`config.mk`:
```
export PLATFORM = sky130hd
export DESIGN_NAME = pipe_ctrl_flat
export DESIGN_NICKNAME = d
export VERILOG_FILES = /design/src/rtl/pipe_ctrl_if.sv /design/src/rtl/pipe_ctrl.sv /design/src/flat_wrapper.sv
export SDC_FILE = /design/constraint.sdc
export NUM_CORES = 1
export LEC_CHECK = 0
export CAP_MARGIN = 20
export CELL_PAD_IN_SITES_DETAIL_PLACEMENT = 1
export CELL_PAD_IN_SITES_GLOBAL_PLACEMENT = 2
export CORE_MARGIN = 2
export CORE_UTILIZATION = 29
export CTS_CLUSTER_DIAMETER = 120
export CTS_CLUSTER_SIZE = 10
export DETAILED_ROUTE_END_ITERATION = 10
export PLACE_DENSITY = 0.86
export REMOVE_ABC_BUFFERS = 1
export SLEW_MARGIN = 20
export SYNTH_ARGS = -nofsm -noshare
export SYNTH_HDL_FRONTEND = slang
export SYNTH_SLANG_ARGS = --single-unit
```
`constraint.sdc`:
```
create_clock -name clk -period 2.42 [get_ports clk]
set_clock_uncertainty 0.15 [all_clocks]
set_input_delay 0.484 -clock clk [delete_from_list [all_inputs] [get_ports clk]]
set_output_delay 0.484 -clock clk [all_outputs]
set_load 0.1 [all_outputs]
```
`src/rtl/pipe_ctrl_if.sv`:
```
// Stall/flush controller bus: stage stall requests in, hold/flush controls out.
//   master: the pipeline side (drives requests, samples controls)
//   slave : pipe_ctrl (samples requests, drives controls)
interface pipe_ctrl_if;
    localparam int unsigned BBL_W = 6;
    localparam int unsigned SCNT_W = 32;

    logic              if_req_stall;
    logic              id_load_use;
    logic              ex_mdu_start;
    logic              ex_mdu_op;
    logic              mem_req_stall;
    logic              branch_flag_i;
    logic              excp_i;
    logic [BBL_W-1:0]  bbl_o;
    logic              branch_flush_o;
    logic              flush_o;
    logic              mdu_busy_o;
    logic              mdu_done_o;
    logic [SCNT_W-1:0] stall_cnt_o;

    modport master (
        output if_req_stall, id_load_use, ex_mdu_start, ex_mdu_op,
               mem_req_stall, branch_flag_i, excp_i,
        input  bbl_o, branch_flush_o, flush_o, mdu_busy_o, mdu_done_o,
               stall_cnt_o
    );

    modport slave (
        input  if_req_stall, id_load_use, ex_mdu_start, ex_mdu_op,
               mem_req_stall, branch_flag_i, excp_i,
        output bbl_o, branch_flush_o, flush_o, mdu_busy_o, mdu_done_o,
               stall_cnt_o
    );
endinterface

```
`src/rtl/pipe_ctrl.sv`:
```
// Pipeline stall/flush controller.
// Merges IF/ID/EX/MEM stall requests into the per-stage hold vector bbl_o
// ([0] PC .. [5] WB), sequences multi-cycle mult/div in EX, gates branch
// flushes, flushes the whole pipe on exceptions and counts stall cycles.
// Ports: clk, rst (sync, active-high), bus (pipe_ctrl_if.slave).
// Hold/flush/MDU status outputs are combinational (zero-cycle latency);
// stall_cnt_o is registered.
module pipe_ctrl #(
    parameter int unsigned MULT_CYCLES = 4,
    parameter int unsigned DIV_CYCLES  = 32
) (
    input  logic        clk,
    input  logic        rst,
    pipe_ctrl_if.slave  bus
);
    localparam int unsigned CNT_W  = 6;
    localparam int unsigned BBL_W  = 6;
    localparam int unsigned SCNT_W = 32;

    localparam logic [BBL_W-1:0] BBL_MEM  = 6'b011111;
    localparam logic [BBL_W-1:0] BBL_EX   = 6'b001111;
    localparam logic [BBL_W-1:0] BBL_ID   = 6'b000111;
    localparam logic [BBL_W-1:0] BBL_IF   = 6'b000011;
    localparam logic [BBL_W-1:0] BBL_NONE = 6'b000000;

    localparam logic [CNT_W-1:0] MULT_LOAD = CNT_W'(MULT_CYCLES - 1);
    localparam logic [CNT_W-1:0] DIV_LOAD  = CNT_W'(DIV_CYCLES - 1);

    typedef enum logic [1:0] {
        IDLE = 2'd0,
        BUSY = 2'd1,
        DONE = 2'd2
    } mdu_state_e;

    mdu_state_e        state_q, state_d;
    logic [CNT_W-1:0]  cnt_q, cnt_d;
    logic [SCNT_W-1:0] stall_cnt_q;

    logic              mdu_stall;
    logic [BBL_W-1:0]  bbl;
    logic              branch_flush;
    logic              flush;
    logic              mdu_busy;
    logic              mdu_done;

    // State, MDU counter and saturating stall counter.
    always_ff @(posedge clk) begin
        if (rst) begin
            state_q     <= IDLE;
            cnt_q       <= '0;
            stall_cnt_q <= '0;
        end else begin
            state_q <= state_d;
            cnt_q   <= cnt_d;
            if (bbl != BBL_NONE && stall_cnt_q != {SCNT_W{1'b1}}) begin
                stall_cnt_q <= stall_cnt_q + SCNT_W'(1);
            end
        end
    end

    // MDU next state plus combinational hold/flush outputs.
    always_comb begin
        state_d      = state_q;
        cnt_d        = cnt_q;
        mdu_stall    = 1'b0;
        bbl          = BBL_NONE;
        branch_flush = 1'b0;
        flush        = 1'b0;
        mdu_busy     = 1'b0;
        mdu_done     = 1'b0;

        unique case (state_q)
            IDLE: begin
                // A MEM stall freezes EX, so the op is not accepted yet.
                if (bus.ex_mdu_start && !bus.mem_req_stall) begin
                    mdu_stall = 1'b1;
                    if (!bus.excp_i) begin
                        state_d = BUSY;
                        cnt_d   = bus.ex_mdu_op ? DIV_LOAD : MULT_LOAD;
                    end
                end
            end
            BUSY: begin
                // The MDU keeps computing even while MEM holds EX.
                mdu_stall = 1'b1;
                cnt_d     = cnt_q - CNT_W'(1);
                if (cnt_q == CNT_W'(1)) begin
                    state_d = DONE;
                end
            end
            DONE: begin
                if (!bus.mem_req_stall) begin
                    state_d = IDLE;
                end
            end
            default: begin
                state_d = IDLE;
                cnt_d   = '0;
            end
        endcase

        // Exception aborts any MDU op in flight.
        if (bus.excp_i) begin
            state_d = IDLE;
            cnt_d   = '0;
        end

        if (!rst) begin
            if (bus.excp_i) begin
                flush = 1'b1;
            end else if (bus.mem_req_stall) begin
                bbl = BBL_MEM;
            end else if (mdu_stall) begin
                bbl = BBL_EX;
            end else if (bus.id_load_use) begin
                bbl = BBL_ID;
            end else if (bus.if_req_stall) begin
                bbl = BBL_IF;
            end
            // A held ID stage re-presents the branch later.
            branch_flush = bus.branch_flag_i && !bbl[2] && !bus.excp_i;
            mdu_busy     = (state_q == BUSY);
            mdu_done     = (state_q == DONE);
        end
    end

    assign bus.bbl_o          = bbl;
    assign bus.branch_flush_o = branch_flush;
    assign bus.flush_o        = flush;
    assign bus.mdu_busy_o     = mdu_busy;
    assign bus.mdu_done_o     = mdu_done;
    assign bus.stall_cnt_o    = stall_cnt_q;
endmodule

```
`src/flat_wrapper.sv`:
```
// flat-port wrapper written by rule: the top's interface ports become plain ports
module pipe_ctrl_flat 
#(
    parameter int unsigned MULT_CYCLES = 4,
    parameter int unsigned DIV_CYCLES  = 32
)
  (clk, rst, bus_if_req_stall, bus_id_load_use, bus_ex_mdu_start, bus_ex_mdu_op, bus_mem_req_stall, bus_branch_flag_i, bus_excp_i, bus_bbl_o, bus_branch_flush_o, bus_flush_o, bus_mdu_busy_o, bus_mdu_done_o, bus_stall_cnt_o);
  pipe_ctrl_if bus_i ();
  input  logic clk;
  input  logic rst;
  input wire logic [$bits(bus_i.if_req_stall)-1:0] bus_if_req_stall;
  input wire logic [$bits(bus_i.id_load_use)-1:0] bus_id_load_use;
  input wire logic [$bits(bus_i.ex_mdu_start)-1:0] bus_ex_mdu_start;
  input wire logic [$bits(bus_i.ex_mdu_op)-1:0] bus_ex_mdu_op;
  input wire logic [$bits(bus_i.mem_req_stall)-1:0] bus_mem_req_stall;
  input wire logic [$bits(bus_i.branch_flag_i)-1:0] bus_branch_flag_i;
  input wire logic [$bits(bus_i.excp_i)-1:0] bus_excp_i;
  output wire logic [$bits(bus_i.bbl_o)-1:0] bus_bbl_o;
  output wire logic [$bits(bus_i.branch_flush_o)-1:0] bus_branch_flush_o;
  output wire logic [$bits(bus_i.flush_o)-1:0] bus_flush_o;
  output wire logic [$bits(bus_i.mdu_busy_o)-1:0] bus_mdu_busy_o;
  output wire logic [$bits(bus_i.mdu_done_o)-1:0] bus_mdu_done_o;
  output wire logic [$bits(bus_i.stall_cnt_o)-1:0] bus_stall_cnt_o;
  assign bus_i.if_req_stall = bus_if_req_stall;
  assign bus_i.id_load_use = bus_id_load_use;
  assign bus_i.ex_mdu_start = bus_ex_mdu_start;
  assign bus_i.ex_mdu_op = bus_ex_mdu_op;
  assign bus_i.mem_req_stall = bus_mem_req_stall;
  assign bus_i.branch_flag_i = bus_branch_flag_i;
  assign bus_i.excp_i = bus_excp_i;
  assign bus_bbl_o = bus_i.bbl_o;
  assign bus_branch_flush_o = bus_i.branch_flush_o;
  assign bus_flush_o = bus_i.flush_o;
  assign bus_mdu_busy_o = bus_i.mdu_busy_o;
  assign bus_mdu_done_o = bus_i.mdu_done_o;
  assign bus_stall_cnt_o = bus_i.stall_cnt_o;
  pipe_ctrl #(.MULT_CYCLES(MULT_CYCLES), .DIV_CYCLES(DIV_CYCLES)) u_core (.clk(clk), .rst(rst), .bus(bus_i));
endmodule
```
==> impl_metrics.yaml <==
status:
  outcome: "completed"
sta:
  post-route-period-util_pct: 98.6
  setup_viol: 0
  min_period_ps: 2390
  final_hold_viol_count: 0
  fin_setup_tns_ps: 0
  max_clock_freq_ghz: 0.419
  whs_ps: 338
  slew_violations: 0
  rsz0062_at_grt: "yes"
clock_tree:
  clock-sinks: 40
  ctsRootBufferMaster: "clkbuf_8"
  path_clk_slew_ps: 80
  htreeDepth: 2
  cts_tree: "yes"
  cts_buffers: 5
  cts_buffer_depth: 2
  clk_latency_ps: 290
die:
  die_area_um2: 8120
  rows: 31
  coreArea_um2: 7210
  fp.dieW_um: 90.1
  io_pins: 51
  initial_core_util_pct: 29.8
  die_h_um: 90.1
power_and_ir_drop:
  p_leak_nw: 1.12
  ir_drop_v: 0.000172
  p_per_area_nw_per_um2: 434
setup_path:
  arrival_ps: 1750
  critPathCaptureType: "output pin"
  cpMostUsedCell: "buf_12"
  critPathKind: "primary input to output pin"
  crit_fanout: 3
  cp_cell_sequence: "clkdlybuf4s50_1 > o41a_1 > buf_12 > buf_12"
  cp_num_buf_inv: 3
  crit_slowest_cell: "clkdlybuf4s50_1"
  crit_required_ps: 1790
  start_kind: "primary input"
  crit_path_max_incr_delay_ps: 480
  crit_family: "buffers and inverters"
yosys:
  synth_common_cells: "40 x dfxtp_1, 38 x nor2_1, 19 x nand2_1"
  yosys-top-cells-area: "dfxtp_1 37%, nor2_1 6.6%, xor2_1 5.7%"
  synth-warning-count: 0
  yosys.area.top_type: "dfxtp_1"
  ys_ff_latch: 40
  syn_area_per_cell_um2: 8.60
  synthFlopType: "dfxtp_1"
  ys_seq_area_share_pct: 37.3
  synth.distinct_cells: 52
  synth_edf_count: 0
  synth_area_um2: 2150
  async_flop_share_pct: 0
  synth_cells: 250
  yosys.area.top_type_share_pct: 37.3
  synth.most_common_cell: "dfxtp_1"
global_routing:
  grt_pass1_vias: 2119
  grt_max_degree: 30
  track_usage_pct: 16.2
  grt_pass1_wl_um: 10800
  antenna_found_initial: 0
  overflow: 0
place:
  dp_hpwl_um: 4610
  io_buffers: 49
  placed_area_um2: 2800
  gp_congestion: 0.754
route:
  vias_per_cell: 4.99
  routed_wl_um: 6170
  drt-wirelength-per-cell_um: 15.1
  routed-via-count: 2035
  final_antenna_net_count: 0
  drt-pass1-iter-count: 4
  drcViolationCount: 0
  detail_route.iter0.violations: 82
hold_path:
  min_path_type: "register to register"
finish:
  area_growth_pct: 36.1
  diodes: 0
  nNetsFinal: 323
  drive_gt1_share_pct: 29.8
  fin_area_um2: 2930
  utilization_pct: 40.6
run:
  drv_cap: 0
path summary, 6_finish.rpt:
check                                        from                    endpoint  slack (ps)  depth (start not counted)
worst min-delay path              u_core.cnt_q[2]             u_core.cnt_q[2]         340                          2
worst max-delay path              bus_id_load_use                bus_bbl_o[0]          30                          4
worst max register to register  u_core.state_q[0]  u_core.bus.stall_cnt_o[23]         170                          8
worst min register to register    u_core.cnt_q[2]             u_core.cnt_q[2]         340                          2
tightest hold or removal path: cells and delay by family, from the launching register on:
family           cells  cell delay, ps
AO/OA/AOI/OAI        1              50
flip-flops           1             330
AND/OR/NAND/NOR      1              60
state kept, by name (all words and copies together) (netlist names):
name,count
u_core.state_q,2
u_core.bus.stall_cnt_o,32
u_core.cnt_q,6
cell usage in the layout (no fill, tap or decap), types with 5 or more instances in the layout:
master	n
a21oi_1	7
and3_2	5
buf_12	10
buf_4	45
clkbuf_8	5
clkdlybuf4s50_1	6
dfxtp_1	40
inv_1	6
nand2_1	19
nand3_1	16
nand4_1	8
nor2_1	35
nor3_1	9
o21ai_0	8
xnor2_1	11
xor2_1	14
where the power goes:
part	internal [mW]	switching, mW
registers	0.664	0.00747
logic	0.0704	0.125
clock network	0.186	0.218
layout make-up:
class | instances | area, um2
fill | 867 | 4290
multi-input combinational | 195 | 1290
sequential | 40 | 801
timing repair buffer | 63 | 619
tap | 99 | 124
clock buffer | 5 | 68.8
inverter | 6 | 22.5
kinds of logic after synthesis:
family	Yosys count	synth area share, %
flops	40	37.3
xor+xnor	25	10.2
mux	2	0.931
simple gates	133	35.4
compound gates	31	9.84
buf+inv	15	4.42
other cells	1	0.174
fa+ha+maj	3	1.75
per-layer routing:
metal | track usage, % | vias to the layer above | wire length [um]
met2 | 28.1 | 35 | 3070
li1 | - | 1004 | -
met1 | 19.9 | 990 | 2830
met3 | 3.77 | 6 | 197
met4 | 4.62 | 0 | 71
met5 | 0 | - | 0
timing repair:
action | in CTS | in global routing
endpoints found under the setup margin | 5 | 6
resized for setup | 4 | 8
buffers inserted | 2 | 0
gates cloned | 0 | 0
pin swaps | 3 | 1
hold buffers | 0 | 0
metrics by stage:
step | worst slack, ps | total power, mW | std cells
final | 33.8 | 1.27 | 408
after floorplan | -1320 | 0.791 | 241
after global placement | -89.7 | 0.872 | 401
after global routing | -15.9 | 1.34 | 408
after detailed placement | -136 | 0.874 | 401
after CTS | 20.8 | 1.29 | 408
Note: power is estimated with default switching activity, not from simulation.
